$ cat config.mk
export PLATFORM = sky130hd
export DESIGN_NAME = uart_host_sequencer_flat
export DESIGN_NICKNAME = d
export VERILOG_FILES = /design/src/rtl/uart_pkg.sv /design/src/rtl/uart_host_sequencer_if.sv /design/src/rtl/uart_host_sequencer.sv /design/src/flat_wrapper.sv
export SDC_FILE = /design/constraint.sdc
export NUM_CORES = 1
export LEC_CHECK = 0
export ABC_CLOCK_PERIOD_IN_PS = 4700
export CAP_MARGIN = 20
export CORE_ASPECT_RATIO = 1.75
export CORE_MARGIN = 4
export CORE_UTILIZATION = 53
export DETAILED_ROUTE_END_ITERATION = 8
export GPL_ROUTABILITY_DRIVEN = 1
export PLACE_DENSITY = 0.89
export SLEW_MARGIN = 10
export SYNTH_ARGS = -nofsm -noshare
export SYNTH_HDL_FRONTEND = slang
export SYNTH_SLANG_ARGS = --single-unit
$ cat constraint.sdc
create_clock -name m_clk -period 4.7 [get_ports m_clk]
set_input_delay 0.705 -clock m_clk [delete_from_list [all_inputs] [get_ports m_clk]]
set_output_delay 0.705 -clock m_clk [all_outputs]
set_load 0.005 [all_outputs]
$ cat src/rtl/uart_pkg.sv
// uart_pkg: register map, LSR bit indices and host sequencer state encoding shared with the UART core.
package uart_pkg;
    localparam logic [15:0] ADDR_THR  = 16'h0000;
    localparam logic [15:0] ADDR_FCR  = 16'h0002;
    localparam logic [15:0] ADDR_LCR  = 16'h0003;
    localparam logic [15:0] ADDR_LSR  = 16'h0004;
    localparam logic [15:0] ADDR_DLL  = 16'h0008;
    localparam logic [15:0] ADDR_DLM  = 16'h0009;
    localparam logic [15:0] ADDR_IDLE = 16'hFFFF;
    localparam int DR_BIT   = 0;
    localparam int THRE_BIT = 5;
    localparam int TEMT_BIT = 6;
    localparam int DEF_POLL_LIMIT = 1023;
    typedef enum logic [3:0] {
        IDLE, W_DLL, W_DLM, W_LCR, W_FCR, READY,
        POLL_ADDR, POLL_WAIT, POLL_CHECK, W_THR, GAP
    } seq_state_e;
endpackage

$ cat src/rtl/uart_host_sequencer_if.sv
// uart_host_sequencer_if: core register bus plus the byte valid/ready stream feeding the host sequencer.
interface uart_host_sequencer_if;
    logic [15:0] address;
    logic [7:0]  data_in;
    logic [7:0]  data_out;
    logic        tx_valid;
    logic        tx_ready;
    logic [7:0]  tx_byte;
    modport master (output address, data_in, tx_ready, input data_out, tx_valid, tx_byte);
    modport slave  (input address, data_in, tx_ready, output data_out, tx_valid, tx_byte);
endinterface

$ cat src/rtl/uart_host_sequencer.sv
// uart_host_sequencer: programs divisor/LCR/FCR once, then polls LSR.THRE and writes each accepted byte to THR.
module uart_host_sequencer
    import uart_pkg::*;
#(
    parameter int POLL_LIMIT = DEF_POLL_LIMIT
) (
    input  logic        m_clk,
    input  logic        reset,
    input  logic        cfg_start,
    input  logic [15:0] cfg_divisor,
    input  logic [7:0]  cfg_lcr,
    input  logic [7:0]  cfg_fcr,
    output logic        cfg_done,
    output logic [7:0]  lsr_last,
    output logic        err_timeout,
    output logic        busy,
    uart_host_sequencer_if.master bus
);
    localparam logic [9:0] LIMIT = 10'(POLL_LIMIT);
    seq_state_e  state, state_n;
    logic [15:0] div_q, div_n, addr_n;
    logic [7:0]  lcr_q, lcr_n, fcr_q, fcr_n, byte_q, byte_n, lsr_n, data_n;
    logic [9:0]  cnt, cnt_n;
    logic        err_n;
    always_comb begin
        state_n = state;
        div_n   = div_q;
        lcr_n   = lcr_q;
        fcr_n   = fcr_q;
        byte_n  = byte_q;
        cnt_n   = cnt;
        lsr_n   = lsr_last;
        err_n   = err_timeout;
        case (state)
            IDLE: if (cfg_start) begin
                state_n = W_DLL;
                div_n   = cfg_divisor;
                lcr_n   = cfg_lcr;
                fcr_n   = cfg_fcr;
            end
            W_DLL:     state_n = W_DLM;
            W_DLM:     state_n = W_LCR;
            W_LCR:     state_n = W_FCR;
            W_FCR:     state_n = READY;
            READY: if (bus.tx_valid) begin
                state_n = POLL_ADDR;
                byte_n  = bus.tx_byte;
                cnt_n   = '0;
            end
            POLL_ADDR: state_n = POLL_WAIT;
            POLL_WAIT: state_n = POLL_CHECK;
            POLL_CHECK: begin
                lsr_n = bus.data_out;
                if (bus.data_out[THRE_BIT]) state_n = W_THR;
                else if (cnt == LIMIT) begin
                    state_n = READY;
                    err_n   = 1'b1;
                end else begin
                    state_n = POLL_ADDR;
                    cnt_n   = cnt + 10'd1;
                end
            end
            W_THR:     state_n = GAP;
            GAP:       state_n = READY;
            default:   state_n = IDLE;
        endcase
        // bus outputs are registered, so they are derived from the state being entered
        addr_n = ADDR_IDLE;
        data_n = 8'h00;
        case (state_n)
            W_DLL:   {addr_n, data_n} = {ADDR_DLL, div_n[7:0]};
            W_DLM:   {addr_n, data_n} = {ADDR_DLM, div_n[15:8]};
            W_LCR:   {addr_n, data_n} = {ADDR_LCR, lcr_n};
            W_FCR:   {addr_n, data_n} = {ADDR_FCR, fcr_n};
            W_THR:   {addr_n, data_n} = {ADDR_THR, byte_n};
            POLL_ADDR, POLL_WAIT, POLL_CHECK: addr_n = ADDR_LSR;
            default: addr_n = ADDR_IDLE;
        endcase
    end
    always_ff @(posedge m_clk or posedge reset) begin
        if (reset) begin
            state        <= IDLE;
            div_q        <= '0;
            lcr_q        <= '0;
            fcr_q        <= '0;
            byte_q       <= '0;
            cnt          <= '0;
            lsr_last     <= '0;
            err_timeout  <= 1'b0;
            cfg_done     <= 1'b0;
            busy         <= 1'b0;
            bus.address  <= ADDR_IDLE;
            bus.data_in  <= '0;
            bus.tx_ready <= 1'b0;
        end else begin
            state        <= state_n;
            div_q        <= div_n;
            lcr_q        <= lcr_n;
            fcr_q        <= fcr_n;
            byte_q       <= byte_n;
            cnt          <= cnt_n;
            lsr_last     <= lsr_n;
            err_timeout  <= err_n;
            cfg_done     <= state == W_FCR;
            busy         <= !(state_n == IDLE || state_n == READY);
            bus.address  <= addr_n;
            bus.data_in  <= data_n;
            bus.tx_ready <= state_n == READY;
        end
    end
endmodule

$ cat src/flat_wrapper.sv
// flat-port wrapper written by rule: the top's interface ports become plain ports
module uart_host_sequencer_flat import uart_pkg::*;
#(
    parameter int POLL_LIMIT = DEF_POLL_LIMIT
)
  (m_clk, reset, cfg_start, cfg_divisor, cfg_lcr, cfg_fcr, cfg_done, lsr_last, err_timeout, busy, bus_address, bus_data_in, bus_tx_ready, bus_data_out, bus_tx_valid, bus_tx_byte);
  uart_host_sequencer_if bus_i ();
  input  logic m_clk;
  input  logic reset;
  input  logic cfg_start;
  input  logic [15:0] cfg_divisor;
  input  logic [7:0] cfg_lcr;
  input  logic [7:0] cfg_fcr;
  output logic cfg_done;
  output logic [7:0] lsr_last;
  output logic err_timeout;
  output logic busy;
  output wire logic [$bits(bus_i.address)-1:0] bus_address;
  output wire logic [$bits(bus_i.data_in)-1:0] bus_data_in;
  output wire logic [$bits(bus_i.tx_ready)-1:0] bus_tx_ready;
  input wire logic [$bits(bus_i.data_out)-1:0] bus_data_out;
  input wire logic [$bits(bus_i.tx_valid)-1:0] bus_tx_valid;
  input wire logic [$bits(bus_i.tx_byte)-1:0] bus_tx_byte;
  assign bus_address = bus_i.address;
  assign bus_data_in = bus_i.data_in;
  assign bus_tx_ready = bus_i.tx_ready;
  assign bus_i.data_out = bus_data_out;
  assign bus_i.tx_valid = bus_tx_valid;
  assign bus_i.tx_byte = bus_tx_byte;
  uart_host_sequencer #(.POLL_LIMIT(POLL_LIMIT)) u_core (.m_clk(m_clk), .reset(reset), .cfg_start(cfg_start), .cfg_divisor(cfg_divisor), .cfg_lcr(cfg_lcr), .cfg_fcr(cfg_fcr), .cfg_done(cfg_done), .lsr_last(lsr_last), .err_timeout(err_timeout), .busy(busy), .bus(bus_i));
endmodule
==> results of run 1 <==
==> state kept, by name, indices dropped and copies added (netlist names) <==
register and count:
u_core.bus.address 5, u_core.bus.data_in 8, u_core.bus.tx_ready 1, u_core.busy 1, u_core.byte_q 8, u_core.cfg_done 1
u_core.cnt 10, u_core.div_q 8, u_core.err_timeout 1, u_core.fcr_q 8, u_core.lcr_q 8, u_core.lsr_last 8
u_core.state 4
==> power breakdown <==
part / internal [µW] / leakage (µW) / switching (µW)
combinational: 614 / 0.00105 / 523
sequential: 880 / 0.000888 / 210
clock: 233 / 0.0000898 / 209
==> cells in the mapped netlist, types with 4 or more instances <==
cell type / n
and2_1: 4
inv_1: 5
dfstp_2: 5
nor2_1: 7
mux2i_1: 10
o211ai_1: 5
a32o_1: 4
dfrtp_1: 66
nor4_2: 6
clkbuf_1: 14
a22oi_1: 4
nand2b_1: 14
mux2_2: 12
nand2_1: 114
buf_4: 12
mux4_2: 4
nand3_1: 8
buf_2: 5
==> kinds of logic after synthesis <==
family	count (synthesis)	synth area share (%)
AND/OR/NAND/NOR	180	25.8
buffers and inverters	37	5.43
multiplexers	26	9.30
AO/OA/AOI/OAI	32	8.19
flip-flops	71	50.9
adder cells (fa/ha/maj)	1	0.357
==> per-layer routing <==
layer	GRT usage (%)	part of all wire, %	wire (µm)	vias up
met5	0	0	0	-
met4	13.0	4.2	338	0
met3	3.99	5.1	414	26
met2	38.6	56	4530	95
met1	21.9	35	2840	1324
li1	-	-	-	1318
==> cell type report <==
class	instances	area (µm²)
Sequential cell	71	1780
Multi-Input combinational cell	239	1530
Tap cell	80	100
Timing Repair Buffer	93	928
Inverter	5	18.8
Clock buffer	15	176
Fill cell	462	1790
==> path summary, 6_finish.rpt <==
kind,end,cells past startpoint,slack (ns)
max in group asynchronous,u_core.bus.address[0]$_DFF_PP1_,4,3.13
setup reg to reg,u_core.cnt[2]$_DFFE_PP0P_,5,1.80
hold reg to reg,u_core.fcr_q[0]$_DFF_PP0_,2,0.48
setup / recovery,u_core.cnt[2]$_DFFE_PP0P_,5,1.80
min in group asynchronous,u_core.fcr_q[1]$_DFF_PP0_,2,0.65
hold / removal,u_core.fcr_q[0]$_DFF_PP0_,2,0.48
==> metrics by stage <==
stage / hold WS, ns / cell area (µm²) / util, % / power [µW] / worst slack [ns]
2_1_floorplan: 0.440 / 3500 / - / 1810 / 2.21
3_3_place_gp: 0.454 / 4330 / 68.5 / 2170 / 1.63
3_5_place_dp: 0.462 / 4330 / 68.5 / 2230 / 1.56
4_1_cts: 0.481 / 4510 / 71.3 / 2680 / 1.80
5_1_grt: 0.507 / 4530 / 71.7 / 2860 / 1.61
6_report: 0.478 / 4530 / 71.7 / 2670 / 1.80
==> worst register-to-register path, delay by kind of cell, from the launching register on <==
kind,cells,cell delay [ns]
mux,1,0.26
simple gates,2,1.15
compound gates,2,0.71
flops,1,0.70
==> flow_summary.json, run 1 <==
{
  "worstPathCellList": "or4b_1 > a311oi_4 > o32ai_4 > nor4_2 > mux2i_1",
  "final_common_cell": "nand2_1",
  "synth_edf_count": 0,
  "ys_warn_count": 0,
  "worstSetupPathType": "register to register",
  "hp-class": "register to register",
  "die_height_um": 115,
  "status": "finished clean",
  "grt_max_degree": 50,
  "gr-usage-all-layers_pct": 21.0,
  "viasPerCell": 5.49,
  "yosysTopAreaCell": "dfrtp_1",
  "antennaDiodeCount": 0,
  "synthToLayoutAreaGrowth_pct": 29.5,
  "wl_per_cell_um": 16.1,
  "worstPathRequired_ns": 4.97,
  "ir_drop_uv": 292,
  "hold_viol": 0,
  "nets": 472,
  "first_iter_violations": 219,
  "worst_pin_slew_ns": 0.952,
  "r2r_start": "u_core.state[1]$_DFF_PP0_",
  "fin_skew_ns": 0.00764,
  "cp_top_family": "simple AND/OR/NAND/NOR gates",
  "p_leak_uw": 0.00202,
  "finalNonFillerCells": 503,
  "post_cts_resized": 0,
  "finalWirelength_um": 8120,
  "die_w_um": 69.4,
  "path_clk_slew_ns": 0.07,
  "synthesis.nets": 400,
  "rsz0062_at_grt": "no",
  "synthFlopType": "dfrtp_1",
  "layout_common_cells": "114 x nand2_1, 87 x clkdlybuf4s50_1, 66 x dfrtp_1",
  "synthTopCellsByArea": "dfrtp_1 47%, nand2_1 12%, mux2_2 3.9%",
  "setup_tns_ns": 0,
  "grt_pass1_vias": 2772,
  "finalCritPeriodShare_pct": 61.7,
  "synth-seq-cells": 71,
  "synthCells": 347,
  "syn_avg_cell_area_um2": 10.1,
  "grt_antenna_before_repair": 0,
  "crit_path_start": "u_core.state[1]$_DFF_PP0_",
  "cts-root-buf": "clkbuf_8",
  "period_needed_ns": 2.90,
  "vias": 2763,
  "ios": 88,
  "gp_congestion": 0.890,
  "cts_buffer_depth": 2,
  "grt_pass1_wl_um": 13000,
  "drc_errors": 0,
  "cts_tree": "done",
  "setup_viol": 0,
  "cts_made_buffers": 9,
  "hold_path_startpoint": "u_core.fcr_q[0]$_DFF_PP0_",
  "worst_setup_path_start_kind": "register",
  "max_freq_mhz": 345,
  "cts_hold_buf": 0,
  "cp_slowest_cell": "or4b_1",
  "clock_latency_ns": 0.35,
  "num_rows": 38,
  "layout-drive-gt1-share_pct": 13.0,
  "io_buffers": 87,
  "postCtsSetupBuffers": 0,
  "crit_fanout": 25,
  "start_util_pct": 55.3,
  "slew_violations": 0,
  "grt_overflow": 0,
  "path_buf_inv": 0,
  "clock-sinks": 71,
  "cp-end-kind": "register",
  "synth_cell_types": 50,
  "synth.top_cell.area_share_pct": 47.2,
  "cap_violations": 0,
  "netlist_area_mm2": 0.00350,
  "slew_headroom_pct": 36.5,
  "core-area_mm2": 0.00632,
  "power_density_mw_per_mm2": 588,
  "dp.cells": 486,
  "drtAntennaViolNets": 0,
  "die_area_mm2": 0.00802,
  "htree_levels": 3,
  "async_flop_share_pct": 100,
  "hpwlAfterDp_um": 5910,
  "slowest_delay_ns": 0.86,
  "synth.yosys.seq_area_share_pct": 50.9,
  "dr.pass1.iters": 4,
  "cp_data_arrival_time_ns": 3.17
}
(Power assumes the default switching activity.)
==> inputs of run 2 (changes only) <==
--- a/config.mk
+++ b/config.mk
@@ -5,14 +5,14 @@
 export SDC_FILE = /design/constraint.sdc
 export NUM_CORES = 1
 export LEC_CHECK = 0
-export ABC_CLOCK_PERIOD_IN_PS = 4700
+export ABC_CLOCK_PERIOD_IN_PS = 2600
 export CAP_MARGIN = 20
 export CORE_ASPECT_RATIO = 1.75
 export CORE_MARGIN = 4
-export CORE_UTILIZATION = 53
+export CORE_UTILIZATION = 44
 export DETAILED_ROUTE_END_ITERATION = 8
 export GPL_ROUTABILITY_DRIVEN = 1
-export PLACE_DENSITY = 0.89
+export PLACE_DENSITY = 0.8
 export SLEW_MARGIN = 10
 export SYNTH_ARGS = -nofsm -noshare
 export SYNTH_HDL_FRONTEND = slang
==> constraint.sdc (replaced) <==
create_clock -name m_clk -period 2.6 [get_ports m_clk]
set_input_delay 0.39 -clock m_clk [delete_from_list [all_inputs] [get_ports m_clk]]
set_output_delay 0.39 -clock m_clk [all_outputs]
set_load 0.005 [all_outputs]
==> run 2 against run 1 <==
  * Register-to-register slack lost 1.5 ns
  * Sequential cell count is the same
  * Non-clock buffer count grew 10
  * Maximum frequency grew 26%
  * Worst hold slack lost 0.048 ns
  * First-iteration DRC count shrank 21%
  * Design area grew 4.1%
  * Sequential share of layout area shrank 1.5 points
  * Clock power grew to 2.5 times the previous value
  * Core utilization shrank 10 points
  * Final cell count grew 3.8%
  * Clock skew shrank 0.00079 ns
==> flow_summary.json, run 2 (synthesis results as in run 1) <==
{
  "status": "finished clean",
  "grt_max_degree": 38,
  "dr.pass1.iters": 4,
  "post_cts_resized": 0,
  "ir_drop_uv": 530,
  "setup_viol": 0,
  "max_freq_mhz": 435,
  "finalNonFillerCells": 522,
  "rsz0062_at_grt": "no",
  "hpwlAfterDp_um": 6230,
  "ios": 88,
  "clock-sinks": 71,
  "drc_errors": 0,
  "grt_overflow": 0,
  "cts_hold_buf": 0,
  "top_register": "u_core.cnt",
  "core-area_mm2": 0.00767,
  "power_density_mw_per_mm2": 1100,
  "worstSetupPathType": "register to register",
  "r2r_start": "u_core.state[0]$_DFF_PP0_",
  "cts_buffer_depth": 2,
  "vias": 2734,
  "crit_fanout": 10,
  "gr-usage-all-layers_pct": 18.9,
  "period_needed_ns": 2.30,
  "cts-root-buf": "clkbuf_16",
  "path_clk_slew_ns": 0.06,
  "layout_common_cells": "114 x nand2_1, 87 x clkdlybuf4s50_1, 66 x dfrtp_1",
  "cts_tree": "done",
  "worst_pin_slew_ns": 0.622,
  "die_w_um": 75.4,
  "synthToLayoutAreaGrowth_pct": 34.8,
  "slew_violations": 0,
  "grt_pass1_wl_um": 13500,
  "hp-class": "primary input to asynchronous set/reset pin",
  "postCtsSetupBuffers": 0,
  "io_buffers": 87,
  "largest_reg_flops": 10,
  "clock_latency_ns": 0.33,
  "fin_skew_ns": 0.00684,
  "num_rows": 42,
  "viasPerCell": 5.24,
  "setup_tns_ns": 0,
  "antennaDiodeCount": 0,
  "hold_viol": 0,
  "finalCritPeriodShare_pct": 88.5,
  "grt_antenna_before_repair": 0,
  "p_leak_uw": 0.00212,
  "finalWirelength_um": 8170,
  "final_common_cell": "nand2_1",
  "wl_per_cell_um": 15.6,
  "drtAntennaViolNets": 0,
  "cp-end-kind": "register",
  "first_iter_violations": 174,
  "htree_levels": 3,
  "worst_setup_path_start_kind": "register",
  "cts_made_buffers": 9,
  "die_area_mm2": 0.00950,
  "cap_violations": 0,
  "rr_worst_depth": 5,
  "crit_path_start": "u_core.state[0]$_DFF_PP0_",
  "start_util_pct": 45.6,
  "layout-drive-gt1-share_pct": 15.9,
  "die_height_um": 126,
  "reg2reg_to": "u_core.cnt[5]$_DFFE_PP0P_",
  "grt_pass1_vias": 2821,
  "gp_congestion": 0.813,
  "nets": 482,
  "cp_data_arrival_time_ns": 2.55,
  "rrSetupSlack_ns": 0.30,
  "dp.cells": 506,
  "worstPathRequired_ns": 2.85,
  "slew_headroom_pct": 58.6
}
## run 2: where the power goes
part	leakage [µW]	total [µW]	switching (µW)	internal, µW
Sequential	0.000888	1840	246	1600
Clock	0.000138	1110	445	665
Combinational	0.00109	2260	1080	1180
## run 2: worst max-delay path by stage
stage | end | cells past startpoint
global route | u_core.cnt[5]$_DFFE_PP0P_ | 5
global placement | u_core.busy$_DFF_PP0_ | 6
CTS | u_core.cnt[9]$_DFFE_PP0P_ | 5
finish | u_core.cnt[5]$_DFFE_PP0P_ | 5
detailed placement | u_core.busy$_DFF_PP0_ | 6
floorplan | u_core.bus.data_in[0]$_DFF_PP0_ | 1
## run 2: per-layer routing
metal	routed length, µm	vias to the layer above	global-route usage [%]
met3	355	20	4.15
li1	-	1333	-
met1	3040	1310	21.2
met5	0	-	0
met2	4520	71	32.3
met4	254	0	9.47
## run 2: cell type report
class	count	area, µm²
tap	88	110
inverter	5	18.8
timing repair buffer	103	1000
fill	633	2960
multi-input combinational	239	1530
clock buffer	10	239
clock inverter	6	36.3
sequential	71	1780
## run 2: metrics by stage
stage                     power (µW)  hold slack [ns]  cell area, µm²  util, %  setup slack [ns]
after detailed placement        4120            0.459            4440     57.9             0.195
after CTS                       5260            0.445            4720     61.5             0.291
final                           5210            0.430            4720     61.5             0.299
after global routing            5570            0.485            4720     61.5             0.120
after global placement          4030            0.454            4440     57.9             0.237
after floorplan                 3270            0.440            3500        -             0.422
## run 2: worst max-delay path, stage by stage, from the launching register on
cell and delay [ns]:
dfrtp_1 0.44, or4b_1 0.62, a311oi_4 0.39, o32ai_4 0.23, nor4_2 0.30, mux2i_1 0.23
